**src/rtl/vga_fb_pkg.sv**
```systemverilog
// Shared widths and the write-buffer entry type for the VGA framebuffer arbiter.
package vga_fb_pkg;

   localparam int VGA_ADDR_W = 15;
   localparam int VGA_DATA_W = 16;

   // One buffered CPU write: target word address plus data.
   typedef struct packed {
      logic [VGA_ADDR_W-1:0] addr;
      logic [VGA_DATA_W-1:0] data;
   } wfifo_entry_t;

endpackage

```
**src/rtl/vga_fb_wfifo.sv**
```systemverilog
// CPU write buffer for the VGA framebuffer arbiter.
// Circular buffer of DEPTH entries (power of two) with a clog2(DEPTH)+1 bit
// occupancy counter. With VGA_FB_RAW_BYPASS_EN defined, every entry is also
// exported in age order (index 0 = oldest) with a valid mask so the top can
// forward buffered data to display reads.
module vga_fb_wfifo
   import vga_fb_pkg::*;
#(
   parameter int DEPTH = 4
) (
   input  logic                    clk,
   input  logic                    reset,
   input  logic                    i_push,
   input  wfifo_entry_t            i_push_entry,
   input  logic                    i_pop,
   output logic                    o_full,
   output logic                    o_empty,
`ifdef VGA_FB_RAW_BYPASS_EN
   output wfifo_entry_t [DEPTH-1:0] o_entries,
   output logic [DEPTH-1:0]        o_entry_valid,
`endif
   output wfifo_entry_t            o_head
);

   localparam int PTR_W = $clog2(DEPTH);
   localparam int CNT_W = PTR_W + 1;

   wfifo_entry_t       r_mem [DEPTH];
   logic [PTR_W-1:0]   r_wr_ptr;
   logic [PTR_W-1:0]   r_rd_ptr;
   logic [CNT_W-1:0]   r_count;

   // Entry storage; not reset, the counter alone defines which slots are live.
   always_ff @(posedge clk) begin
      if (i_push) begin
         r_mem[r_wr_ptr] <= i_push_entry;
      end
   end

   // Pointers wrap naturally at DEPTH; a simultaneous push and pop keeps count.
   always_ff @(posedge clk or negedge reset) begin
      if (!reset) begin
         r_wr_ptr <= '0;
         r_rd_ptr <= '0;
         r_count  <= '0;
      end else begin
         if (i_push) begin
            r_wr_ptr <= r_wr_ptr + PTR_W'(1);
         end
         if (i_pop) begin
            r_rd_ptr <= r_rd_ptr + PTR_W'(1);
         end
         r_count <= r_count + CNT_W'(i_push) - CNT_W'(i_pop);
      end
   end

   assign o_full  = (r_count == CNT_W'(DEPTH));
   assign o_empty = (r_count == '0);
   assign o_head  = r_mem[r_rd_ptr];

`ifdef VGA_FB_RAW_BYPASS_EN
   // Age-ordered view of the buffer: slot gi is the gi-th oldest live entry.
   for (genvar gi = 0; gi < DEPTH; gi++) begin : g_view
      logic [PTR_W-1:0] w_idx;
      assign w_idx             = r_rd_ptr + PTR_W'(gi);
      assign o_entries[gi]     = r_mem[w_idx];
      assign o_entry_valid[gi] = (CNT_W'(gi) < r_count);
   end
`endif

endmodule

```
**src/rtl/vga_fb_arbiter.sv**
```systemverilog
// VGA framebuffer memory-port arbiter.
// Display reads always win the single video RAM port; buffered CPU writes
// retire in order whenever the port is free and enable is high. Read data
// comes back one cycle after the request and is held between reads.
// Optional feature macro: VGA_FB_RAW_BYPASS_EN (display reads see the
// youngest buffered write to the same address).
module vga_fb_arbiter
   import vga_fb_pkg::*;
#(
   parameter int WFIFO_DEPTH = 4
) (
   input  logic                  clk,
   input  logic                  reset,
   input  logic                  enable,
   input  logic                  cpu_wr_valid,
   output logic                  cpu_wr_ready,
   input  logic [VGA_ADDR_W-1:0] cpu_wr_addr,
   input  logic [VGA_DATA_W-1:0] cpu_wr_data,
   input  logic                  disp_rd,
   input  logic [VGA_ADDR_W-1:0] vgad_addr,
   output logic [VGA_DATA_W-1:0] vgad_data,
   output logic                  disp_rd_valid,
   output logic [VGA_ADDR_W-1:0] mem_addr,
   output logic [VGA_DATA_W-1:0] mem_wdata,
   output logic                  mem_we,
   input  logic [VGA_DATA_W-1:0] mem_rdata
);

   logic         w_full;
   logic         w_empty;
   logic         w_push;
   logic         w_grant_rd;
   logic         w_grant_wr;
   wfifo_entry_t w_head;
   wfifo_entry_t w_push_entry;
   logic [VGA_DATA_W-1:0] w_rd_result;

   logic                  r_rd_valid;
   logic [VGA_DATA_W-1:0] r_rd_hold;

   // Readiness comes only from the registered count, so a pop in the same
   // cycle never opens a full buffer. Reset forces it low immediately.
   assign cpu_wr_ready = reset & enable & ~w_full;
   assign w_push       = cpu_wr_valid & cpu_wr_ready;
   assign w_push_entry = '{addr: cpu_wr_addr, data: cpu_wr_data};

   // Fixed priority: display read, then buffered write, else idle.
   assign w_grant_rd = reset & disp_rd;
   assign w_grant_wr = reset & ~disp_rd & ~w_empty & enable;

`ifdef VGA_FB_RAW_BYPASS_EN
   wfifo_entry_t [WFIFO_DEPTH-1:0] w_entries;
   logic [WFIFO_DEPTH-1:0]         w_entry_valid;
   logic                           w_byp_hit;
   logic [VGA_DATA_W-1:0]          w_byp_data;
   logic                           r_byp_hit;
   logic [VGA_DATA_W-1:0]          r_byp_data;
`endif

   vga_fb_wfifo #(
      .DEPTH         (WFIFO_DEPTH)
   ) u_wfifo (
      .clk           (clk),
      .reset         (reset),
      .i_push        (w_push),
      .i_push_entry  (w_push_entry),
      .i_pop         (w_grant_wr),
      .o_full        (w_full),
      .o_empty       (w_empty),
`ifdef VGA_FB_RAW_BYPASS_EN
      .o_entries     (w_entries),
      .o_entry_valid (w_entry_valid),
`endif
      .o_head        (w_head)
   );

   // Memory port mux; idle cycles drive all zeros.
   always_comb begin
      mem_we    = 1'b0;
      mem_addr  = '0;
      mem_wdata = '0;
      if (w_grant_rd) begin
         mem_addr = vgad_addr;
      end else if (w_grant_wr) begin
         mem_we    = 1'b1;
         mem_addr  = w_head.addr;
         mem_wdata = w_head.data;
      end
   end

`ifdef VGA_FB_RAW_BYPASS_EN
   // Scan oldest to youngest so the youngest matching entry wins.
   always_comb begin
      w_byp_hit  = 1'b0;
      w_byp_data = '0;
      for (int k = 0; k < WFIFO_DEPTH; k++) begin
         if (w_entry_valid[k] && (w_entries[k].addr == vgad_addr)) begin
            w_byp_hit  = 1'b1;
            w_byp_data = w_entries[k].data;
         end
      end
   end

   // Capture the match alongside the read request so it lines up with mem_rdata.
   always_ff @(posedge clk or negedge reset) begin
      if (!reset) begin
         r_byp_hit  <= 1'b0;
         r_byp_data <= '0;
      end else begin
         r_byp_hit  <= w_grant_rd & w_byp_hit;
         r_byp_data <= w_byp_data;
      end
   end

   assign w_rd_result = r_byp_hit ? r_byp_data : mem_rdata;
`else
   assign w_rd_result = mem_rdata;
`endif

   // Fresh result in the cycle after a read grant, otherwise the held value.
   assign disp_rd_valid = r_rd_valid;
   assign vgad_data     = r_rd_valid ? w_rd_result : r_rd_hold;

   // Read-return tracking: flags the returning cycle and remembers the result.
   always_ff @(posedge clk or negedge reset) begin
      if (!reset) begin
         r_rd_valid <= 1'b0;
         r_rd_hold  <= '0;
      end else begin
         r_rd_valid <= w_grant_rd;
         r_rd_hold  <= vgad_data;
      end
   end

endmodule
```
**config.mk**
```make
export PLATFORM = sky130hd
export DESIGN_NAME = vga_fb_arbiter
export DESIGN_NICKNAME = d
export VERILOG_FILES = /design/src/rtl/vga_fb_pkg.sv /design/src/rtl/vga_fb_wfifo.sv /design/src/rtl/vga_fb_arbiter.sv
export SDC_FILE = /design/constraint.sdc
export NUM_CORES = 1
export LEC_CHECK = 0
export CORE_MARGIN = 2
export CORE_UTILIZATION = 56
export DETAILED_ROUTE_END_ITERATION = 8
export GPL_ROUTABILITY_DRIVEN = 0
export HOLD_SLACK_MARGIN = 0.08
export PLACE_DENSITY = 0.91
export SLEW_MARGIN = 15
export SYNTH_ARGS = -nofsm -noshare
export SYNTH_HDL_FRONTEND = slang
export SYNTH_HIERARCHICAL = 1
export SYNTH_SLANG_ARGS = --single-unit
```
**constraint.sdc**
```tcl
create_clock -name clk -period 4.2 [get_ports clk]
set_clock_uncertainty 0.15 [all_clocks]
set_input_delay 1.05 -clock clk [delete_from_list [all_inputs] [get_ports clk]]
set_output_delay 1.05 -clock clk [all_outputs]
set_load 0.02 [all_outputs]
```
==> flow_summary_export.csv <==
group,metric,value,unit
synth,synthTopCellsByCount,"edfxtp_1 (124), mux4_2 (28), dfrtp_1 (24)",
power_and_ir_drop,peakVddDrop,0.335,mV
floorplan,row_count,37,
synth,synth_flop_cell,"edfxtp_1",
synth,syn-num-nets,379,
worst_setup_path,timing.critical_path.mode_cell,"clkdlybuf4s50_1",
routing,wl_per_cell,21.2,um
outcome,status,"finished, final reports clean",
cts,h-tree-depth,4,
synth,ys_types,26,
global_route,grt_pass1_wl,19300,um
timing,slew_headroom,0.379,
cts,clock_sinks,148,
timing,finalCriticalPeriod,4.11,ns
floorplan,die_w,108,um
placement,port_buffers,116,
worst_setup_path,worstPathMaxFanout,32,
floorplan,die_y,108,um
hold_path,hp-start,"r_rd_hold[5]$_DFF_PN0_",
worst_setup_path,rrSetupSlack,1.24,ns
timing,finalSetupViolCount,0,
cts,ctsResizeCount,0,
finish,syn_to_final_growth,31.7,%
worst_setup_path,crit_arrival,2.91,ns
power_and_ir_drop,p_per_area,535,nW/um^2
cts,cts_buffer_depth,2,
routing,drt_iter0_drc,202,
timing,fin_crit_sh,0.980,
global_route,grt_pass1_vias,3571,
placement,hpwlAfterDp,7810,um
cts,clk_pin_slew,0.06,ns
timing,hold_viol,0,
placement,placed_area,7400,um^2
timing,fmax,243,MHz
routing,drtAntennaViolNets,0,
worst_setup_path,required,3.00,ns
finish,multi_input_area,1570,um^2
synth,synth_top_area_cell,"edfxtp_1",
worst_setup_path,worstReg2RegEnd,"u_wfifo/r_count[2]$_DFF_PN0_",
finish,fillers,593,
worst_setup_path,cpMaxStageDelayCell,"clkdlybuf4s50_1",
cts,clock_latency,0.51,ns
finish,fin_nets,512,
synth,avgSynthCellArea,19.8,um^2
cts,cts_made_buffers,17,
cts,cts_root_buf,"clkbuf_8",
power_and_ir_drop,cellLeakagePower,2.74,nW
finish,n_antenna_cell,0,
worst_setup_path,end_kind,"primary output",
synth,syn_area,6050,um^2
hold_path,holdPathEnd,"r_rd_hold[5]$_DFF_PN0_",
synth,synth_seq_area_share,0.715,
timing,rsz0062_at_grt,"no",
routing,routed_via_density,5.61,
global_route,overflow,0,
synth,synth_seq_cells,148,
worst_setup_path,cp-start-kind,"primary input",
routing,num_vias,3291,
floorplan,start_util,0.580,
floorplan,pin_count,117,
finish,final_area,7960,um^2
routing,drt_first_pass_iters,4,
timing,totalNegativeSetupSlack,0,ns
worst_setup_path,path_class,"primary input to primary output",
global_route,grt_start_max_net_pins,33,
hold_path,whs_path_depth,1,
finish,seq_area,4330,um^2
worst_setup_path,reg2regPathDepth,7,
worst_setup_path,crit-reg2reg-launch,"u_wfifo/r_count[1]$_DFF_PN0_",
timing,worst_slew_pin_slew,0.926,ns
synth,yosysMostFrequentCell,"edfxtp_1",
flow_run,cap_violations,0,
worst_setup_path,path_cells,"clkdlybuf4s50_1 -> buf_12 -> nand4bb_1 -> a21boi_0 -> clkdlybuf4s50_1",
finish,layout-drive-gt1-share,0.213,
global_route,antenna_found_initial,0,
finish,final_cells,587,
timing,slew_viol_final,0,
synth,synth_area_leaders,"edfxtp_1 (62%), mux4_2 (10%), dfrtp_1 (9.9%), mux2_2 (3.0%), nand4bb_1 (2.8%)",
cts,cts_hold_buf,0,
floorplan,die_area,11600,um^2
routing,post-route-drc-count,0,
synth,yosys_warnings,6,
global_route,grt_use_total,0.229,
floorplan,core_area,10400,um^2
hold_path,hold_class,"flip-flop to flip-flop",
routing,wirelength,12400,um
placement,dp_cells,555,
synth,synthArstFlopShare,0.162,
cts,tritoncts,"yes",
synth,synth-edff-count,124,
synth,syn_inst,305,
worst_setup_path,cp_slowest_stage_delay,0.67,ns
cts,post_cts_buffers,0,
synth,yosysTopAreaCellShare,0.616,
## worst max-delay path: cells and delay by family
| kind | cells | cell delay (ns) |
|---|---|---|
| compound gates | 1 | 0.32 |
| buf+inv | 3 | 1.31 |
| simple gates | 1 | 0.22 |
## registers in the layout (all words and copies together) (netlist names)
signal            count
u_wfifo/r_mem       124
u_wfifo/r_rd_ptr      2
u_wfifo/r_wr_ptr      2
u_wfifo/r_count       3
disp_rd_valid         1
r_rd_hold            16
## through the flow
stage | hold slack (ns) | setup slack, ns | total power, mW | utilization
CTS | 0.349 | 0.119 | 4.30 | 0.764
floorplan | 0.344 | 0.986 | 2.55 | -
detailed placement | 0.334 | 0.114 | 2.86 | 0.711
global route | 0.358 | 0.0214 | 4.42 | 0.764
global placement | 0.329 | 0.183 | 2.82 | 0.711
finish | 0.344 | 0.0855 | 4.26 | 0.764
## final cells by class
type	instances	area share
flip-flops and latches	148	0.543
multi-input cells	135	0.198
repair buffers	130	0.165
clock buffers	18	0.0525
well taps	136	0.0214
clock inverters	14	0.0176
inverters	6	0.00283
## how the worst max path moves through the flow
stage	startpoint	to	slack, ns	cells past startpoint
CTS	disp_rd	mem_wdata[1]	0.12	4
floorplan	enable	u_wfifo/r_mem[0][0]$_DFFE_PP_	0.99	4
global route	u_wfifo/r_count[1]$_DFF_PN0_	mem_wdata[2]	0.02	4
finish	disp_rd	mem_addr[3]	0.09	5
detailed placement	disp_rd	mem_wdata[1]	0.11	4
global placement	disp_rd	mem_wdata[6]	0.18	4
## power breakdown
part / internal (mW) / switching (mW)
clock: 0.803 / 0.618
combinational: 0.560 / 0.484
sequential: 1.72 / 0.0717
## cells by family (layout without fill, tap and decap cells)
kind of cell,after synthesis,after routing,share of synthesized area
compound gates,16,16,0.0195
xor+xnor,5,5,0.00724
fa+ha+maj,7,7,0.0157
buf+inv,22,168,0.0263
flops,148,148,0.715
mux,47,47,0.147
simple gates,60,60,0.0689
## cells in the final DEF (no fill, tap or decap), types with 15 or more instances in the layout
master           count
nand4bb_1           15
clkbuf_16           16
clkdlybuf4s50_1    115
mux2_2              16
a21boi_0            15
and2_1              17
mux4_2              28
dfrtp_1             23
nand2_1             18
edfxtp_1           124
## routing by layer
layer | vias up | global-route usage | part of all wire
met3 | 17 | 0.0702 | 0.069
li1 | 1478 | - | -
met1 | 1655 | 0.287 | 0.40
met4 | 0 | 0.0815 | 0.015
met5 | - | 0 | 0
met2 | 141 | 0.381 | 0.52
No activity file was read; power rests on OpenSTA's default activity.
